--- config.mk ---
export PLATFORM = sky130hd
export DESIGN_NAME = cache_fill_responder_flat
export DESIGN_NICKNAME = d
export VERILOG_FILES = /design/src/rtl/cache_fill_responder_if.sv /design/src/rtl/cache_fill_responder.sv /design/src/flat_wrapper.sv
export SDC_FILE = /design/constraint.sdc
export NUM_CORES = 1
export LEC_CHECK = 0
export ABC_CLOCK_PERIOD_IN_PS = 2840
export CORE_MARGIN = 10
export CORE_UTILIZATION = 55
export CTS_CLUSTER_DIAMETER = 100
export CTS_CLUSTER_SIZE = 25
export DETAILED_ROUTE_END_ITERATION = 10
export GPL_ROUTABILITY_DRIVEN = 0
export GPL_TIMING_DRIVEN = 1
export PLACE_DENSITY_LB_ADDON = 0.2
export SLEW_MARGIN = 20
export SYNTH_ARGS = -nofsm -noshare
export SYNTH_HDL_FRONTEND = slang
export SYNTH_SLANG_ARGS = --single-unit
--- constraint.sdc ---
create_clock -name clock -period 2.84 [get_ports clock]
set_input_delay 0.284 -clock clock [delete_from_list [all_inputs] [get_ports clock]]
set_output_delay 0.284 -clock clock [all_outputs]
set_load 0.02 [all_outputs]
--- src/rtl/cache_fill_responder_if.sv ---
// rtl/cache_fill_responder_if.sv - cache fetch port and memory read bus of the fill responder
interface cache_fill_responder_if;
    logic        address_enable;
    logic [31:0] address;
    logic        data_valid;
    logic [31:0] data;
    logic        error;
    logic        flush;
    logic        mem_read;
    logic [29:0] mem_address;
    logic        mem_ack;
    logic [31:0] mem_rdata;

    modport slave (
        input  address_enable, address, flush, mem_ack, mem_rdata,
        output data_valid, data, error, mem_read, mem_address
    );

    modport master (
        output address_enable, address, flush, mem_ack, mem_rdata,
        input  data_valid, data, error, mem_read, mem_address
    );
endinterface

--- src/rtl/cache_fill_responder.sv ---
// rtl/cache_fill_responder.sv - cache fetch responder with last-word buffer and bounded bus reads
module cache_fill_responder #(
    parameter int          TIMEOUT    = 255,
    parameter logic [31:0] ERROR_WORD = 32'hDEAD_BEEF
) (
    input logic                   clock,
    input logic                   reset_n,
    cache_fill_responder_if.slave bus
);
    localparam int              CW   = $clog2(TIMEOUT + 1);
    localparam logic [CW-1:0]   LAST = CW'(TIMEOUT - 1);

    localparam logic [1:0] IDLE    = 2'd0;
    localparam logic [1:0] ISSUE   = 2'd1;
    localparam logic [1:0] DRAIN   = 2'd2;
    localparam logic [1:0] RESPOND = 2'd3;

    logic [1:0]    state;
    logic [29:0]   cur_addr;
    logic [29:0]   buf_addr;
    logic [31:0]   buf_data;
    logic          buf_valid;
    logic          resp_err;
    logic [CW-1:0] counter;
    logic          mem_read;
    logic [29:0]   mem_address;

    logic [29:0] word_addr;
    logic        match;
    logic        hit;
    logic        expired;
    logic        unused_low_bits;

    assign word_addr       = bus.address[31:2];
    assign unused_low_bits = ^bus.address[1:0];
    assign match           = (word_addr == cur_addr);
    assign hit             = buf_valid && (word_addr == buf_addr) && !bus.flush;
    assign expired         = (counter == LAST);

    // Gated combinationally so a response never validates an address the cache has moved off.
    assign bus.data_valid  = (state == RESPOND) && bus.address_enable && match;
    assign bus.data        = resp_err ? ERROR_WORD : buf_data;
    assign bus.error       = bus.data_valid && resp_err;
    assign bus.mem_read    = mem_read;
    assign bus.mem_address = mem_address;

    always_ff @(posedge clock or negedge reset_n) begin
        if (!reset_n) begin
            state       <= IDLE;
            cur_addr    <= '0;
            buf_addr    <= '0;
            buf_data    <= '0;
            buf_valid   <= 1'b0;
            resp_err    <= 1'b0;
            counter     <= '0;
            mem_read    <= 1'b0;
            mem_address <= '0;
        end else begin
            case (state)
                IDLE: begin
                    if (bus.address_enable) begin
                        cur_addr <= word_addr;
                        if (hit) begin
                            state    <= RESPOND;
                            resp_err <= 1'b0;
                        end else begin
                            state       <= ISSUE;
                            mem_read    <= 1'b1;
                            mem_address <= word_addr;
                            counter     <= '0;
                        end
                    end
                end
                ISSUE: begin
                    counter <= counter + 1'b1;
                    if (bus.mem_ack) begin
                        buf_data  <= bus.mem_rdata;
                        buf_addr  <= cur_addr;
                        buf_valid <= 1'b1;
                        mem_read  <= 1'b0;
                        resp_err  <= 1'b0;
                        state     <= RESPOND;
                    end else if (expired) begin
                        mem_read <= 1'b0;
                        resp_err <= 1'b1;
                        state    <= RESPOND;
                    end else if (!bus.address_enable || !match) begin
                        // The bus read cannot be cancelled; let it finish with the address held.
                        state <= DRAIN;
                    end
                end
                DRAIN: begin
                    counter <= counter + 1'b1;
                    if (bus.mem_ack || expired) begin
                        mem_read <= 1'b0;
                        state    <= IDLE;
                    end
                end
                default: begin
                    if (!(bus.address_enable && match)) begin
                        state <= IDLE;
                    end
                end
            endcase
            // Flush wins over a load in the same cycle; the data is still captured.
            if (bus.flush) begin
                buf_valid <= 1'b0;
            end
        end
    end
endmodule

--- src/flat_wrapper.sv ---
// flat-port wrapper written by rule: the top's interface ports become plain ports
module cache_fill_responder_flat 
#(
    parameter int          TIMEOUT    = 255,
    parameter logic [31:0] ERROR_WORD = 32'hDEAD_BEEF
)
  (clock, reset_n, bus_address_enable, bus_address, bus_flush, bus_mem_ack, bus_mem_rdata, bus_data_valid, bus_data, bus_error, bus_mem_read, bus_mem_address);
  cache_fill_responder_if bus_i ();
  input logic clock;
  input logic reset_n;
  input wire logic [$bits(bus_i.address_enable)-1:0] bus_address_enable;
  input wire logic [$bits(bus_i.address)-1:0] bus_address;
  input wire logic [$bits(bus_i.flush)-1:0] bus_flush;
  input wire logic [$bits(bus_i.mem_ack)-1:0] bus_mem_ack;
  input wire logic [$bits(bus_i.mem_rdata)-1:0] bus_mem_rdata;
  output wire logic [$bits(bus_i.data_valid)-1:0] bus_data_valid;
  output wire logic [$bits(bus_i.data)-1:0] bus_data;
  output wire logic [$bits(bus_i.error)-1:0] bus_error;
  output wire logic [$bits(bus_i.mem_read)-1:0] bus_mem_read;
  output wire logic [$bits(bus_i.mem_address)-1:0] bus_mem_address;
  assign bus_i.address_enable = bus_address_enable;
  assign bus_i.address = bus_address;
  assign bus_i.flush = bus_flush;
  assign bus_i.mem_ack = bus_mem_ack;
  assign bus_i.mem_rdata = bus_mem_rdata;
  assign bus_data_valid = bus_i.data_valid;
  assign bus_data = bus_i.data;
  assign bus_error = bus_i.error;
  assign bus_mem_read = bus_i.mem_read;
  assign bus_mem_address = bus_i.mem_address;
  cache_fill_responder #(.TIMEOUT(TIMEOUT), .ERROR_WORD(ERROR_WORD)) u_core (.clock(clock), .reset_n(reset_n), .bus(bus_i));
endmodule
==> impl_results.md <==
- Outcome: finished clean
- Remaining Overflow, GRT: 0
- Drt via density: 5.346
- Yosys warning count: 0
- H-tree lvl count: 4
- Via count: 4266
- Ys flop type: dfrtp_1
- Seq/Total Area, Yosys: 0.5289
- Synth Instances: 477
- Worst setup path startpoint: u_core.cur_addr[18]
- Initial DRC count: 209
- Worst path cell trace: xor2_1 -> nor4_1 -> nand4_1 -> nor4_2 -> buf_4 -> and3_1 -> clkdlybuf4s15_1
- Post-synth net total: 553
- Clk sinks: 135
- Synth Area in XOR/XNOR: 0.08227
- Die area: 16320 µm²
- Critical path depth: 7
- Synth Area in Adders: 0.01371
- IO Port Bufs: 131
- Die span in x: 127.8 µm
- Final hold viol count: 0
- Worst EP arrival: 2340 ps
- First-pass GRT wire length: 24680 µm
- Area delta synth->final: 36.06%
- Clock latency at the later pin of the worst-skew pair: 420 ps
- Worst R2R Setup Slack: 420 ps
- Hold WC Path Type: input pin to asynchronous set/reset pin
- GRT Util Overall: 0.1894
- Sequential share of power: 0.343
- Largest net degree at the start of global routing: 102
- Synth Register Bits: 135
- Syn avg cell area: 13.39 µm²
- Core area: 11420 µm²
- Power share of the clock group: 0.212
- CP bufs+invs: 2
- Initial antenna violation count: 0
- Slowest stage cell, crit path: dfrtp_1
- Peak VDD IR: 0.0007525 V
- Crit-path leading delay family: simple AND/OR/NAND/NOR gates
- Die H: 127.8 µm
- Clk root buf: clkbuf_16
- ANT cells: 0
- Fillcell total: 739
- Placed cells: 765
- Synth cell types: 40
- Worst hold margin: 321.2 ps
- Switch Pwr: 3.549 mW
- Switching share of power: 0.3392
- I/O pin count: 134
- CP max FO: 3
- Max-cap viol count: 0
- Number of enable flip-flop cells after synthesis: 0
- Critical path launch point type: register
- WP data required: 2560 ps
- Layout Cells excl Fill: 798
- Worst-margin pin slew: 884.5 ps
- Post-Synth Simple-Gate Area: 0.08286
- Final Skew: 5.232 ps
- Fmax: 0.3813 GHz
- Crit share post-route: 0.9234
- Worst R2R Start: u_core.buf_addr[20]
- Post-CTS Setup Bufs: 0
- Minimum clock period: 2622 ps
- Post-synthesis mux area share: 0.2315
- Number of global-route vias before repair: 4788
- Synth Area in Compound Gates: 0.03526
- Rel. slew slack: 0.4103
- P per Cell Area: 1204 nW/µm²
- Ys async rst share: 1.000
- Total Wirelength: 15180 µm
- Max-slew violations: 0
- DRT Pass-1 Iters: 4
- Critical path class: register to primary output
- Finished Core Util: 0.7611
- Largest family of logic cells by synthesized area: multiplexers
- DP HPWL: 10980 µm
- Mapped Area: 6387 µm²
- Drt drc: 0
- Antenna Nets Post-Route: 0
- # rows: 39
- LEAKAGE: 3.903 nW
- Slowest stage delay, CP: 410 ps
- Final Setup Violations: 0
- Initial Utilization: 0.5594
- Fraction of layout cells with a size suffix above 1: 0.3344
- Crit. End Element: primary output
- Clk buf depth: 2
- RSZ-0062 raised after global routing: false
- Final nets: 718
- Worst setup path end: bus_error
- Post-DR wirelength/cell: 19.03 µm
- P_int: 6.914 mW
- R2R Path End: u_core.counter[1]
- Clk pin slew, worst setup/hold paths: 50 ps
- Worst reg-to-reg path cell count: 7
- CTS tree: yes
- Cts bufs inserted: 17
- Combinational power share: 0.445
per-stage QoR:
stage | total power [mW] | worst slack [ps] | cell area, µm² | TNS (ps)
after floorplan | 6.470 | 989.0 | 6387 | 0
after global placement | 8.068 | 4.146 | 8077 | 0
after detailed placement | 8.292 | -3.473 | 8077 | -3.473
after CTS | 10.57 | 185.5 | 8683 | 0
after global routing | 11.06 | 16.57 | 8691 | 0
final | 10.46 | 217.5 | 8691 | 0
registers in the layout (all words and copies together) (netlist names):
register / cells
u_core.buf_data: 32
u_core.buf_addr: 30
u_core.bus.mem_address: 30
u_core.cur_addr: 30
u_core.counter: 8
u_core.state: 2
u_core.buf_valid: 1
u_core.bus.mem_read: 1
u_core.resp_err: 1
cells by family after synthesis:
logic type | Yosys count
AOI/OAI and AO/OA | 29
muxes | 125
and+or+nand+nor | 90
xor gates and xnor gates | 60
buffers and inverters | 31
DFF | 135
adders and majority gates | 7
layout make-up:
class	count	area [µm²]	share of cell area
clock buffer	22	474.2	0.05456
clock inverter	10	125.1	0.01440
inverter	10	37.54	0.004319
multi-input combinational	311	2863	0.3294
sequential	135	3378	0.3887
tap	143	178.9	0.02059
timing repair buffer	167	1634	0.1880
repair_timing:
| item | 4_1_cts | 5_1_grt |
|---|---|---|
| hold endpoints to repair | 34 | 0 |
| gates cloned | 0 | 0 |
| endpoints found under the setup margin | 2 | 1 |
| gates resized for setup | 2 | 2 |
| hold buffers | 1 | 0 |
cells in the mapped netlist (all sizes together) (2+ instances only):
| cell type | instances | area (µm²) |
|---|---|---|
| clkbuf | 15 | 56.30 |
| buf | 6 | 68.82 |
| ha | 7 | 87.58 |
| a31o | 2 | 17.52 |
| dfrtp | 135 | 3378 |
| nand3 | 8 | 40.04 |
| a32o | 2 | 20.02 |
| and2 | 2 | 12.51 |
| nand2 | 9 | 33.78 |
| o21ai | 2 | 10.01 |
| mux2 | 122 | 1449 |
| xnor2 | 10 | 87.58 |
| inv | 10 | 37.54 |
| xor2 | 50 | 437.9 |
| o31ai | 6 | 45.04 |
| nor3 | 3 | 15.01 |
| or2 | 24 | 150.1 |
| mux2i | 3 | 30.03 |
| and3 | 3 | 18.77 |
| a21o | 3 | 22.52 |
| nor4 | 13 | 87.58 |
| nor2b | 8 | 50.05 |
| nor2 | 7 | 26.28 |
| nor4b | 4 | 35.03 |
| a21oi | 5 | 25.02 |
| nand4 | 6 | 37.54 |
| a211o | 4 | 35.03 |
power groups by stage:
stage / combinational [mW] / clock (mW) / sequential, mW
6_report: 4.66 / 2.22 / 3.59
5_1_grt: 5.00 / 2.34 / 3.71
4_1_cts: 4.72 / 2.26 / 3.59
3_5_place_dp: 4.69 / 0 / 3.60
3_3_place_gp: 4.57 / 0 / 3.50
2_1_floorplan: 2.79 / 0 / 3.68
cells in the final DEF, fill, tap and decap left out, types with 2 or more instances in the layout:
cell	Yosys	layout
clkinv_2	0	7
or2_2	24	24
nor3_1	3	3
a21o_1	3	3
clkbuf_16	0	17
nor4b_1	4	4
a211o_1	4	4
nand3_1	8	8
a32o_1	2	2
xnor2_1	10	10
bufinv_16	0	3
mux2_2	102	102
nor2b_1	8	8
mux2i_1	3	3
buf_12	2	4
a31o_2	2	2
nand4_1	6	6
buf_4	1	31
ha_1	7	7
mux2_4	20	20
nor4_1	12	11
inv_1	10	10
clkbuf_1	15	2
xor2_1	50	50
clkbuf_8	0	3
clkdlybuf4s50_1	0	128
o31ai_1	6	6
and2_1	2	2
o21ai_0	2	2
nand2_1	9	8
dfrtp_1	135	135
a21oi_1	5	5
nor4_2	1	2
and3_1	3	3
nor2_1	7	7
per-layer routing:
metal  global-route usage  up-vias  share of wire
met4              0.07152        0          0.017
li1                     -     2002              -
met3              0.05542       19          0.052
met5                    0        -              0
met1               0.2111     2145           0.40
met2               0.3337      100           0.53
worst min path at each step:
| stage | start | to | slack (ps) |
|---|---|---|---|
| finish | reset_n | u_core.counter[2] | 320 |
| global placement | reset_n | u_core.counter[6] | 190 |
| CTS | reset_n | u_core.counter[2] | 330 |
| floorplan | reset_n | u_core.buf_addr[0] | -10 |
| detailed placement | reset_n | u_core.counter[4] | 200 |
| global route | reset_n | u_core.counter[2] | 360 |
No activity file was read; power rests on OpenSTA's default activity.
